==> src/rtl/quad_encoder_tx_pkg.sv <==
// Shared definitions for the quadrature transmitter: Gray phase tables,
// engine state encoding and accumulator range helpers.
package quad_encoder_tx_pkg;

    typedef enum logic [2:0] {
        IDLE,
        PH1,
        PH2,
        PH3,
        PH4
    } eng_state_e;

    localparam logic [1:0] DETENT = 2'b11;

    // {A,B} per phase; the last entry of each table is the detent.
    localparam logic [1:0] CW_SEQ  [0:3] = '{2'b01, 2'b00, 2'b10, 2'b11};
    localparam logic [1:0] CCW_SEQ [0:3] = '{2'b10, 2'b00, 2'b01, 2'b11};

    function automatic logic [1:0] phase_code(input logic dir_cw, input logic [1:0] idx);
        return dir_cw ? CW_SEQ[idx] : CCW_SEQ[idx];
    endfunction

    function automatic int pend_max(input int cnt_w);
        return (1 << (cnt_w - 1)) - 1;
    endfunction

    function automatic int pend_min(input int cnt_w);
        return -(1 << (cnt_w - 1));
    endfunction

endpackage

==> src/rtl/quad_encoder_tx_phase_timer.sv <==
// Loadable down-counter that paces each Gray phase; expire_o is high while
// the count sits at zero.
module quad_phase_timer #(
    parameter int PHASE_TICKS = 50000
) (
    input  logic qzt_clk,
    input  logic reset_n,
    input  logic load_i,
    output logic expire_o
);

    localparam int            TW     = (PHASE_TICKS > 1) ? $clog2(PHASE_TICKS) : 1;
    localparam logic [TW-1:0] RELOAD = TW'(PHASE_TICKS - 1);
    localparam logic [TW-1:0] ONE    = TW'(1);

    logic [TW-1:0] cnt_q;
    logic [TW-1:0] cnt_d;

    // NOTE: combinational next-state uses blocking '=' with a default first so no latch is inferred.
    always_comb begin
        cnt_d = cnt_q;
        if (load_i) begin
            cnt_d = RELOAD;
        end else if (cnt_q != '0) begin
            cnt_d = cnt_q - ONE;
        end
    end

    // NOTE: state registers use non-blocking '<=' and take the async reset value directly.
    always_ff @(posedge qzt_clk or negedge reset_n) begin
        if (!reset_n) begin
            cnt_q <= '0;
        end else begin
            cnt_q <= cnt_d;
        end
    end

    assign expire_o = (cnt_q == '0);

endmodule

==> src/rtl/quad_encoder_tx.sv <==
// Quadrature A/B transmitter: step requests feed a signed pending counter that
// a four-phase Gray engine drains one detent at a time.
module quad_encoder_tx
    import quad_encoder_tx_pkg::*;
#(
    parameter int PHASE_TICKS = 50000,
    parameter int CNT_W       = 8
) (
    input  logic             qzt_clk,
    input  logic             reset_n,
    input  logic             step_valid,
    input  logic             step_dir,
    output logic             step_ready,
    output logic             rot_A,
    output logic             rot_B,
    output logic             busy,
    output logic [CNT_W-1:0] pending
);

    localparam logic [CNT_W-1:0] PEND_MAX = CNT_W'(pend_max(CNT_W));
    localparam logic [CNT_W-1:0] PEND_MIN = CNT_W'(pend_min(CNT_W));
    localparam logic [CNT_W-1:0] ONE      = CNT_W'(1);

    eng_state_e       state_q, state_d;
    logic [1:0]       ab_q, ab_d;
    logic             dir_q, dir_d;
    logic [CNT_W-1:0] pend_q, pend_d;

    logic pend_nz;
    logic accept;
    logic step_start;
    logic timer_load;
    logic timer_expire;

    quad_phase_timer #(
        .PHASE_TICKS(PHASE_TICKS)
    ) u_timer (
        .qzt_clk (qzt_clk),
        .reset_n (reset_n),
        .load_i  (timer_load),
        .expire_o(timer_expire)
    );

    assign pend_nz    = (pend_q != '0);
    assign step_ready = !(step_dir && (pend_q == PEND_MAX)) &&
                        !(!step_dir && (pend_q == PEND_MIN));
    assign accept     = step_valid && step_ready;

    always_comb begin
        state_d    = state_q;
        ab_d       = ab_q;
        dir_d      = dir_q;
        timer_load = 1'b0;
        step_start = 1'b0;

        unique case (state_q)
            IDLE: step_start = pend_nz;
            PH1: begin
                if (timer_expire) begin
                    ab_d       = phase_code(dir_q, 2'd1);
                    timer_load = 1'b1;
                    state_d    = PH2;
                end
            end
            PH2: begin
                if (timer_expire) begin
                    ab_d       = phase_code(dir_q, 2'd2);
                    timer_load = 1'b1;
                    state_d    = PH3;
                end
            end
            PH3: begin
                if (timer_expire) begin
                    ab_d       = phase_code(dir_q, 2'd3);
                    timer_load = 1'b1;
                    state_d    = PH4;
                end
            end
            PH4: begin
                // Detent has been held a full phase; chain straight into the next step if one waits.
                if (timer_expire) begin
                    if (pend_nz) begin
                        step_start = 1'b1;
                    end else begin
                        state_d = IDLE;
                    end
                end
            end
            default: state_d = IDLE;
        endcase

        if (step_start) begin
            dir_d      = ~pend_q[CNT_W-1];
            ab_d       = phase_code(dir_d, 2'd0);
            timer_load = 1'b1;
            state_d    = PH1;
        end
    end

    // Accept and start combine in one update; saturation in step_ready keeps this from wrapping.
    always_comb begin
        pend_d = pend_q;
        if (accept) begin
            pend_d = step_dir ? (pend_d + ONE) : (pend_d - ONE);
        end
        if (step_start) begin
            pend_d = pend_q[CNT_W-1] ? (pend_d + ONE) : (pend_d - ONE);
        end
    end

    always_ff @(posedge qzt_clk or negedge reset_n) begin
        if (!reset_n) begin
            state_q <= IDLE;
            ab_q    <= DETENT;
            dir_q   <= 1'b1;
            pend_q  <= '0;
        end else begin
            state_q <= state_d;
            ab_q    <= ab_d;
            dir_q   <= dir_d;
            pend_q  <= pend_d;
        end
    end

    assign rot_A   = ab_q[1];
    assign rot_B   = ab_q[0];
    assign busy    = (state_q != IDLE) || pend_nz;
    assign pending = pend_q;

endmodule

==> config.mk <==
export PLATFORM = sky130hd
export DESIGN_NAME = quad_encoder_tx
export DESIGN_NICKNAME = d
export VERILOG_FILES = /design/src/rtl/quad_encoder_tx_pkg.sv /design/src/rtl/quad_encoder_tx_phase_timer.sv /design/src/rtl/quad_encoder_tx.sv
export SDC_FILE = /design/constraint.sdc
export NUM_CORES = 1
export LEC_CHECK = 0
export ABC_AREA = 1
export CORE_ASPECT_RATIO = 0.6
export CORE_MARGIN = 5
export CORE_UTILIZATION = 35
export DETAILED_ROUTE_END_ITERATION = 16
export PLACE_DENSITY_LB_ADDON = 0.25
export SLEW_MARGIN = 20
export SYNTH_ARGS = -nofsm -noshare
export SYNTH_HDL_FRONTEND = slang
export SYNTH_SLANG_ARGS = --single-unit
==> constraint.sdc <==
create_clock -name qzt_clk -period 2.5 [get_ports qzt_clk]
set_input_delay 0.75 -clock qzt_clk [delete_from_list [all_inputs] [get_ports qzt_clk]]
set_output_delay 0.75 -clock qzt_clk [all_outputs]
set_load 0.05 [all_outputs]
==> results of run 1 <==
[final timing paths]
kind | endpoint | slack [ps]
worst min register to register | ab_q[0]$_DFFE_PN1P_ | 470
worst max-delay path | pending[7]$_DFF_PN0_ | -280
min in group asynchronous | u_timer.cnt_q[2]$_DFFE_PN0P_ | 860
worst min-delay path | ab_q[0]$_DFFE_PN1P_ | 470
worst max register to register | pending[6]$_DFF_PN0_ | -10
max in group asynchronous | ab_q[0]$_DFFE_PN1P_ | 1300
[cell families (layout without fill, tap and decap cells)]
group | Yosys count | after routing
AND/OR/NAND/NOR | 163 | 163
buffers and inverters | 44 | 115
AO/OA/AOI/OAI | 39 | 39
flip-flops | 30 | 30
XOR/XNOR | 23 | 23
adder cells (fa/ha/maj) | 16 | 16
[per-stage QoR]
stage          TNS (ps)  cells
2_1_floorplan    -638.4    315
3_3_place_gp      -6235    454
3_5_place_dp      -6419    454
4_1_cts          -787.8    466
5_1_grt           -1223    473
6_report         -687.8    473
[metal layers]
metal  up-vias  GRT usage [%]  routed length, um  part of all wire, %
li1       1157              -                  -                    -
met1      1031          25.87               3529                   56
met2        36          19.23               2457                   39
met3         7          3.645                280                  4.4
met4         0          3.516                 66                  1.0
met5         -              0                  0                    0
[flip-flops by register name, summed over array words and instances, names as in the netlist]
| register | count |
|---|---|
| u_timer.cnt_q | 16 |
| pending | 8 |
| state_q | 3 |
| ab_q | 2 |
| dir_q | 1 |
[final cells by class]
| type | count | share of cell area (%) |
|---|---|---|
| multi-input combinational | 241 | 48.83 |
| sequential | 30 | 22.85 |
| timing repair buffer | 67 | 17.52 |
| inverter | 40 | 4.758 |
| tap | 87 | 3.285 |
| clock buffer | 7 | 2.606 |
| clock inverter | 1 | 0.1511 |
[cell usage after synthesis]
| cell | instances |
|---|---|
| nand2_1 | 78 |
| inv_1 | 34 |
| nor2_1 | 34 |
| dfrtp_1 | 27 |
| o21ai_0 | 16 |
| nand3_1 | 15 |
| ha_1 | 14 |
| xnor2_1 | 13 |
| a21oi_1 | 11 |
| nor3_1 | 11 |
| xor2_1 | 10 |
| nor2_2 | 7 |
| inv_2 | 6 |
| o21ai_1 | 5 |
| dfstp_2 | 3 |
| nand2_2 | 3 |
| nand4_1 | 3 |
| o211ai_1 | 3 |
| buf_2 | 2 |
| fa_1 | 2 |
| nand3_2 | 2 |
| nor4_1 | 2 |
| a31oi_2 | 1 |
| and2_1 | 1 |
| and3b_2 | 1 |
| buf_4 | 1 |
| buf_6 | 1 |
| nand2_4 | 1 |
| nand3_4 | 1 |
| nand3b_4 | 1 |
| nor3_2 | 1 |
| o21a_1 | 1 |
| o21bai_1 | 1 |
| o22ai_1 | 1 |
| or2_1 | 1 |
| or2_2 | 1 |
[worst max-delay path: stages]
cell and delay (ps):
buf_8 80, clkinvlp_4 140, buf_6 160, buf_4 140, ha_4 250, nand2_1 90
nand2_2 70, nor2_4 120, xor2_1 190, a21oi_2 90, ha_1 310, inv_2 70
nor3_2 150, nand2_1 80, nand2_1 70, nand2_1 60, nand3_2 80, nand2_2 50
[power by group through the flow]
| stage | sequential, mW | combinational [mW] | clock [mW] |
|---|---|---|---|
| after global routing | 0.648 | 2.97 | 0.457 |
| after CTS | 0.629 | 2.28 | 0.435 |
| final | 0.642 | 2.74 | 0.417 |
| after detailed placement | 0.635 | 2.07 | 0 |
| after global placement | 0.639 | 2.06 | 0 |
| after floorplan | 0.836 | 1.06 | 0 |
[repair_timing]
action	CTS	global route
pin swaps	21	24
gates resized for setup	25	47
gates cloned	0	0
endpoints found under the hold margin	0	0
setup buffers	4	7
setup endpoints to repair	9	7
==> summary.txt, run 1 <==
Lkg Pwr = 1.528 nW
most frequent cells in the layout = nand2_1 (68), buf_4 (45), inv_1 (29), nor2_1 (28), dfrtp_1 (25)
endpoints failing setup = 4
Hold WC Path Type = register to register
CORE AREA = 6561 sq um
Die Wd = 115.1 um
highest ir drop seen on vdd = 0.6736 mV
clk sink count = 30
#FFs+latches synth = 30
first-pass GRT wire length = 10,140 um
worst skew pair latency = 290 ps
Starting DRT DRC Count = 116
R2R depth = 16
Fin Hold WS = 470.3 ps
Synth cell types = 36
Total Routing Usage GR = 15.52%
initial antenna violation count = 0
fill count = 630
Worst Tran Pin Value = 507.9 ps
Placer Congestion = 0.9050
Detail Route Antenna Nets = 0
fin. max-slew vios = 0
r2r startpoint = pending[1]$_DFF_PN0_
IO Pins = 16
commonest non-fill, non-tap cell in the layout = nand2_1
fmax = 360.1 MHz
# rows = 23
simple-gate share of the synthesized area = 32.43%
clk root buf = clkbuf_8
syn nets = 335
sequential standard cell area = 757.0 sq um
footprint of the multi-input gates = 1618 sq um
share of cells above drive strength 1 = 35.23%
Compound-Gate Fraction of Synth Area = 9.336%
Max-slew headroom = 66.03%
Bufs on Longest Clock Path = 2
Mapped Area = 2318 sq um
CTS H-tree lvls = 2
required time worst endpoint = 2670 ps
Core Util, Final = 50.50%
sequential power share = 16.9%
Post-Route WL = 6333 um
CTS tree = yes
CP Max Fanout = 4
Seq/Total Area, Yosys = 32.54%
Initial Util = 35.34%
largest net degree at the start of global routing = 31
hold depth = 2
diodes inserted = 0
detailed-route DRC error count = 0
violated checks = setup timing
Die Y = 73.05 um
setup slack at placement = -1165 ps
fin crit period = 2777 ps
Overall Power = 3.798 mW
P_sw = 1.697 mW
Avg Cell Area, Syn = 7.360 sq um
CP endpoint kind = register
Die ar. = 8406 sq um
P&R area growth vs syn = 42.90%
XOR/XNOR Fraction of Synth Area = 8.689%
grt total ovfl = 0
vias in the first global route = 1,998
CTS clk-pin slew, worst paths = 70 ps
number of max-cap violations = 0
RSZ-0062 raised after global routing = yes
IO Port Bufs = 15
start point of the critical path = step_dir
critical path class = primary input to register
Int Pwr = 2.101 mW
WL/cell = 13.39 um
dominant combinational cell family by area after synthesis = simple AND/OR/NAND/NOR gates
final instance area = 3313 sq um
CTS Buf Count = 5
worst clock skew = 11.38 ps
Tcrit/Tclk final = 111.1%
final hold viol count = 0
Critical Path AT = 2950 ps
Synth Area in Adders = 9.282%
Clk network pwr share = 11.0%
final worst slack = -276.6 ps
cts hold-fix bufs = 0
Yosys top cell area share = 29.14%
yosys warns = 0
ranking of synthesized cells by area = dfrtp_1 (29%), nand2_1 (13%), ha_1 (7.6%), inv_1 (5.5%), nor2_1 (5.5%)
switching part of the total = 44.68%
placed cell area = 2874 sq um
total iterations of the first detailed-routing run = 4
Combinational Power Share = 72.1%
Pwr per Cell Area = 1146 nW/um^2
area leader, netlist = dfrtp_1
Post-layout nets = 405
hold_sp = ab_q[0]$_DFFE_PN1P_
critical path launch point type = primary input
mux cell area share after synthesis = 0%
half-perimeter wire length after placement = 4699 um
routed vias/inst = 4.717
status = finished with violations
DR vias = 2,231
cells after synthesis = 315
Power figures use the tool's default switching activity.
==> run 2, diff against run 1 <==
--- a/config.mk
+++ b/config.mk
@@ -5,12 +5,13 @@
 export SDC_FILE = /design/constraint.sdc
 export NUM_CORES = 1
 export LEC_CHECK = 0
-export ABC_AREA = 1
+export ABC_AREA = 0
 export CORE_ASPECT_RATIO = 0.6
 export CORE_MARGIN = 5
 export CORE_UTILIZATION = 35
 export DETAILED_ROUTE_END_ITERATION = 16
 export PLACE_DENSITY_LB_ADDON = 0.25
+export REMOVE_ABC_BUFFERS = 1
 export SLEW_MARGIN = 20
 export SYNTH_ARGS = -nofsm -noshare
 export SYNTH_HDL_FRONTEND = slang
==> summary.txt, run 2 <==
status = finished with violations
violated checks = setup timing
crit path cell chain = buf_4 > inv_2 > ha_1 > nor2b_1 > o31a_1 > o21a_1 > or3_1 > a31o_2 > ha_1 > nor2_1 > mux2i_1 > o41ai_2 > xnor2_1
Starting DRT DRC Count = 92 (-21%)
Lkg Pwr = 1.301 nW (-15%)
# rows = 22 (-4.3%)
synth cell count leaders = dfrtp_1 (27), nor2_1 (26), nand2_1 (20)
half-perimeter wire length after placement = 4169 um (-11%)
CTS clk-pin slew, worst paths = 60 ps (about the same)
commonest non-fill, non-tap cell in the layout = buf_4
#FFs+latches synth = 30 (unchanged)
Post-layout nets = 323 (-20%)
Critical Path AT = 3220 ps (+270 ps)
CP bufs+invs = 2 (-3)
CTS Buf Count = 5 (unchanged)
count leader, synth = dfrtp_1
Mapped Area = 2243 sq um (-3.2%)
diodes inserted = 0 (unchanged)
fin crit period = 3061 ps (+284.6 ps)
cell mode on critical path = ha_1
Bufs on Longest Clock Path = 2 (unchanged)
grt total ovfl = 0 (unchanged)
share of cells above drive strength 1 = 34.87% (-0.36 points)
final worst slack = -561.2 ps (-284.6 ps)
vias in the first global route = 1,929 (-3.5%)
cells after synthesis = 238 (-24%)
Overall Power = 4.213 mW (+11%)
Fin Hold WS = 485.6 ps (+15.27 ps)
Post-Route WL = 5538 um (-13%)
family with the most delay on the worst path = compound AO/OA/AOI/OAI gates
placed cell count = 376 (-17%)
CP endpoint kind = register
Detail Route Antenna Nets = 0 (unchanged)
Die Wd = 113.4 um (-1.5%)
total iterations of the first detailed-routing run = 4 (unchanged)
CORE AREA = 6166 sq um (-6.0%)
async set-reset flop share out of synthesis = 100.0% (unchanged)
cts hold-fix bufs = 0 (unchanged)
initial antenna violation count = 0 (unchanged)
number of max-cap violations = 0 (unchanged)
Avg Cell Area, Syn = 9.426 sq um (+28%)
first-pass GRT wire length = 9522 um (-6.1%)
WL/cell = 14.27 um (+6.6%)
endpoints failing setup = 8 (+4)
Largest register FFs = 16 (unchanged)
Die ar. = 8163 sq um (-2.9%)
CTS tree = yes
Biggest register = u_timer.cnt_q
final instance area = 3073 sq um (-7.3%)
routed vias/inst = 5.044 (+6.9%)
most frequent cells in the layout = buf_4 (49), dfrtp_1 (27), nor2_1 (26), nand2_1 (19)
detailed-route DRC error count = 0 (unchanged)
worst clock skew = 3.202 ps (-8.175 ps)
CTS H-tree lvls = 2 (unchanged)
Total Routing Usage GR = 14.64% (-0.88 points)
Die Y = 72.02 um (-1.4%)
fmax = 326.7 MHz (-9.3%)
Hold WC Path Type = register to register
setup slack at placement = -1480 ps (-314.5 ps)
Core Util, Final = 49.84% (-0.66 points)
Max stage delay cell, worst path = ha_1
worst skew pair latency = 290 ps (about the same)
Max-slew headroom = 65.13% (-0.90 points)
P&R area growth vs syn = 36.98%
ranking of synthesized cells by area = dfrtp_1 (30%), ha_1 (7.8%), xnor2_1 (5.1%), xor2_1 (4.7%), nor2_1 (4.4%)
sequential standard cell area = 754.5 sq um (-0.33%)
Placer Congestion = 0.8972 (-0.86%)
setup TNS = -2500 ps (-1812 ps)
Worst Tran Pin Value = 522.0 ps (+14.09 ps)
placed cell area = 2784 sq um (-3.1%)
area leader, netlist = dfrtp_1
Seq/Total Area, Yosys = 33.63% (+1.1 points)
required time worst endpoint = 2660 ps (about the same)
Max stage delay on crit path = 310 ps (about the same)
fin. max-slew vios = 0 (unchanged)
fin cells = 388 (-18%)
CP Max Fanout = 5 (+1)
IO Port Bufs = 15 (unchanged)
footprint of the multi-input gates = 1582 sq um (-2.2%)
Synth cell types = 55 (+53%)
Tcrit/Tclk final = 122.4% (+11 points)
clk root buf = clkbuf_8
DR vias = 1,957 (-12%)
Yosys top cell area share = 30.12% (+0.98 points)
number of synthesized flops with an enable pin = 0 (unchanged)
yosys warns = 0 (unchanged)
fill count = 583 (-7.5%)
final hold viol count = 0 (unchanged)
largest net degree at the start of global routing = 31 (unchanged)
highest ir drop seen on vdd = 0.5304 mV (-21%)
Pwr per Cell Area = 1371 nW/um^2 (+20%)
RSZ-0062 raised after global routing = yes
predominant post-synthesis flop cell = dfrtp_1
critical path class = primary input to register
Initial Util = 36.38% (+1.0 points)
critical path launch point type = primary input
IO Pins = 16 (unchanged)
clk sink count = 30 (unchanged)
[run 2: cell count changes after synthesis, moves of 4 or more]
cell,delta
nand2_1,-58
inv_2,-6
nand3_1,-11
nor2_1,-8
o21a_1,+5
nor3_1,-6
nor2b_1,+6
nor2_2,-7
mux2_2,+5
nand3b_1,+5
o21ai_1,-4
inv_1,-26
o21ai_0,-7
[run 2: layout make-up]
cell class	instances	share of cell area, %
clock inverter	1	0.1629
clock buffer	7	2.809
inverter	8	0.9772
tap	84	3.420
multi-input combinational	196	51.47
timing repair buffer	62	16.61
sequential	30	24.55
[run 2: cell families (layout without fill, tap and decap cells)]
group / after synthesis / after routing / share of synthesized area, %
compound gates: 55 / 55 / 17.85
xor+xnor: 25 / 25 / 9.760
fa+ha+maj: 16 / 16 / 9.593
buf+inv: 12 / 78 / 2.454
flops: 30 / 30 / 33.63
mux: 7 / 7 / 3.625
simple gates: 93 / 93 / 23.09
[run 2: per-layer routing]
metal / vias up / part of all wire, % / GRT usage [%]
li1: 989 / - / -
met1: 919 / 57 / 22.86
met2: 37 / 38 / 19.69
met3: 12 / 3.7 / 2.917
met4: 0 / 1.8 / 5.067
met5: - / 0 / 0
[run 2: path summary, 6_finish.rpt]
check	start	to	slack, ps	cells past startpoint
worst min register to register	dir_q$_DFFE_PN1P_	dir_q$_DFFE_PN1P_	490	2
min in group asynchronous	reset_n	u_timer.cnt_q[1]$_DFFE_PN0P_	850	2
worst max register to register	pending[3]$_DFF_PN0_	pending[7]$_DFF_PN0_	-540	12
max in group asynchronous	reset_n	ab_q[0]$_DFFE_PN1P_	1320	2
worst min-delay path	dir_q$_DFFE_PN1P_	dir_q$_DFFE_PN1P_	490	2
worst max-delay path	step_dir	pending[7]$_DFF_PN0_	-560	13
[run 2: power breakdown]
part | switching, mW | internal (mW)
Combinational | 1.46 | 1.51
Clock | 0.187 | 0.222
Sequential | 0.172 | 0.660
Total | 1.82 | 2.39
[run 2: repair_timing]
item	in CTS	in global routing
setup buffers	5	4
setup endpoints to repair	9	11
pin swaps	6	7
resized for setup	30	8
cloned	0	0
[run 2: worst register-to-register path, stage by stage, from the launching register on]
cell and delay (ps):
dfrtp_1 380, or4_4 560, nor3_4 190, a311oi_4 150, nor2_1 140, a21oi_2 50, ha_1 310, nand3b_1 110
a21oi_1 100, o41ai_4 400, a21boi_2 130, o41ai_2 280, xnor2_1 120
==> run 3, diff against run 2 <==
--- a/config.mk
+++ b/config.mk
@@ -6,6 +6,7 @@
 export NUM_CORES = 1
 export LEC_CHECK = 0
 export ABC_AREA = 0
+export ABC_CLOCK_PERIOD_IN_PS = 3900
 export CORE_ASPECT_RATIO = 0.6
 export CORE_MARGIN = 5
 export CORE_UTILIZATION = 35
==> constraint.sdc (replaced) <==
create_clock -name qzt_clk -period 3.9 [get_ports qzt_clk]
set_input_delay 1.17 -clock qzt_clk [delete_from_list [all_inputs] [get_ports qzt_clk]]
set_output_delay 1.17 -clock qzt_clk [all_outputs]
set_load 0.05 [all_outputs]
==> summary.txt, run 3 (synthesized netlist as in run 2, its figures left out) <==
Die ar. = 8163 sq um (unchanged)
routed vias/inst = 5.030 (-0.27%)
Biggest register = u_timer.cnt_q
fmax = 264.4 MHz
P&R area growth vs syn = 21.92%
required time worst endpoint = 4070 ps (+1410 ps)
worst skew pair latency = 280 ps (about the same)
hold depth = 2 (unchanged)
CTS clk-pin slew, worst paths = 60 ps (about the same)
worst clock skew = 4.892 ps (+1.690 ps)
detailed-route DRC error count = 0 (unchanged)
Critical Path AT = 3950 ps (+730 ps)
Max-slew headroom = 34.44% (-31 points)
clk sink count = 30 (unchanged)
cts hold-fix bufs = 0 (unchanged)
CTS Buf Count = 5 (unchanged)
CORE AREA = 6166 sq um (unchanged)
IO Pins = 16 (unchanged)
Tcrit/Tclk final = 96.98%
IO Port Bufs = 15 (unchanged)
grt total ovfl = 0 (unchanged)
Starting DRT DRC Count = 77 (-16%)
# rows = 22 (unchanged)
DR vias = 1,826 (-6.7%)
Max stage delay cell, worst path = clkdlybuf4s50_1
start point of the critical path = step_valid
Die Y = 72.02 um (unchanged)
Post-layout nets = 298 (-7.7%)
fin crit period = 3782 ps
number of max-cap violations = 0 (unchanged)
total iterations of the first detailed-routing run = 4 (unchanged)
footprint of the multi-input gates = 1449 sq um (-8.4%)
status = finished clean
CTS H-tree lvls = 2 (unchanged)
Detail Route Antenna Nets = 0 (unchanged)
first-pass GRT wire length = 8825 um (-7.3%)
fin. max-slew vios = 0 (unchanged)
Initial Util = 36.38% (unchanged)
Lkg Pwr = 1.121 nW (-14%)
Post-Route WL = 5265 um (-4.9%)
fill count = 608 (+4.3%)
R2R depth = 13 (+1)
r2r startpoint = pending[1]$_DFF_PN0_
Largest register FFs = 16 (unchanged)
half-perimeter wire length after placement = 3953 um (-5.2%)
Bufs on Longest Clock Path = 2 (unchanged)
initial antenna violation count = 0 (unchanged)
vias in the first global route = 1,750 (-9.3%)
Hold WC Path Type = register to register
Setup Buffers After CTS = 0 (-5)
WL/cell = 14.50 um (+1.6%)
largest net degree at the start of global routing = 31 (unchanged)
hold_sp = dir_q$_DFFE_PN1P_
CTS tree = yes
family with the most delay on the worst path = compound AO/OA/AOI/OAI gates
most frequent cells in the layout = dfrtp_1 (27), nor2_1 (26), buf_4 (24), nand2_1 (20)
Total Routing Usage GR = 13.65% (-1.0 points)
CP bufs+invs = 3 (+1)
Critical Path Stages = 12 (-1)
setup TNS = 0 ps (+2500 ps)
Die Wd = 113.4 um (unchanged)
share of cells above drive strength 1 = 21.51% (-13 points)
highest ir drop seen on vdd = 0.3457 mV (-35%)
Pwr per Cell Area = 864.1 nW/um^2 (-37%)
commonest non-fill, non-tap cell in the layout = dfrtp_1
Worst Tran Pin Value = 983.3 ps (+461.3 ps)
Fin Hold WS = 487.7 ps (+2.089 ps)
CP Max Fanout = 4 (-1)
sequential standard cell area = 754.5 sq um (unchanged)
final hold viol count = 0 (unchanged)
Placer Congestion = 0.8352 (-6.9%)
endpoints failing setup = 0 (-8)
RSZ-0062 raised after global routing = no
critical path class = primary input to register
clk root buf = clkbuf_8
critical path launch point type = primary input
diodes inserted = 0 (unchanged)
CP endpoint kind = register
Max stage delay on crit path = 480 ps (+170 ps)
crit path cell chain = clkdlybuf4s50_1 > inv_1 > a311oi_4 > buf_4 > mux2_2 > ha_1 > a21o_1 > a21oi_1 > o21bai_1 > a21oi_1 > xnor2_1 > mux2_2
## run 3: changes by cell type in the layout (fill, tap and decap cells not counted), sizes merged
cell / before / now
buf: 53 / 24
clkbuf: 7 / 8
clkdlybuf4s50: 6 / 12
dlygate4sd2: 1 / 0
dlymetal6s2s: 2 / 0
## run 3: power breakdown
part | internal, mW | switching, mW | total, mW
Sequential | 0.422 | 0.168 | 0.590
Clock | 0.142 | 0.118 | 0.260
Combinational | 0.745 | 0.768 | 1.51
## run 3: area by class of cell
type                            count  area share (%)
Clock buffer                        7           3.156
Timing Repair Buffer               37           11.16
Multi-Input combinational cell    196           52.97
Sequential cell                    30           27.58
Clock inverter                      1          0.1830
Tap cell                           84           3.843
Inverter                            8           1.098
## run 3: final timing paths
path | to | slack (ps)
worst max register to register | pending[6]$_DFF_PN0_ | 390
worst min register to register | dir_q$_DFFE_PN1P_ | 490
max in group asynchronous | dir_q$_DFFE_PN1P_ | 2300
worst max-delay path | pending[6]$_DFF_PN0_ | 120
worst min-delay path | dir_q$_DFFE_PN1P_ | 490
min in group asynchronous | u_timer.cnt_q[10]$_DFFE_PN0P_ | 1270
## run 3: timing repair
action / CTS / global route
hold endpoints to repair: 0 / 0
pin swaps: 1 / 0
endpoints found under the setup margin: 2 / 1
gates resized for setup: 4 / 2
## run 3: routing by layer
layer | vias to the layer above | GRT usage [%] | routed length, um
met5 | - | 0 | 0
met1 | 856 | 21.65 | 3052
met4 | 0 | 3.600 | 45
met3 | 4 | 3.250 | 157
li1 | 942 | - | -
met2 | 24 | 18.04 | 2010
## run 3: worst min-delay path, delay by kind of cell (launching register included)
family           cells  cell delay (ps)
AO/OA/AOI/OAI        1               70
AND/OR/NAND/NOR      1               40
flip-flops           1              370
## run 3: through the flow
step	instances	worst slack, ps	power (mW)	instance area [sq um]	util (%)
3_3_place_gp	355	-347.7	2.058	2634	42.72
6_report	363	117.8	2.363	2735	44.36
2_1_floorplan	234	342.3	1.566	2218	-
3_5_place_dp	355	-425.1	2.083	2634	42.72
5_1_grt	363	43.33	2.554	2735	44.36
4_1_cts	363	137.0	2.374	2739	44.42
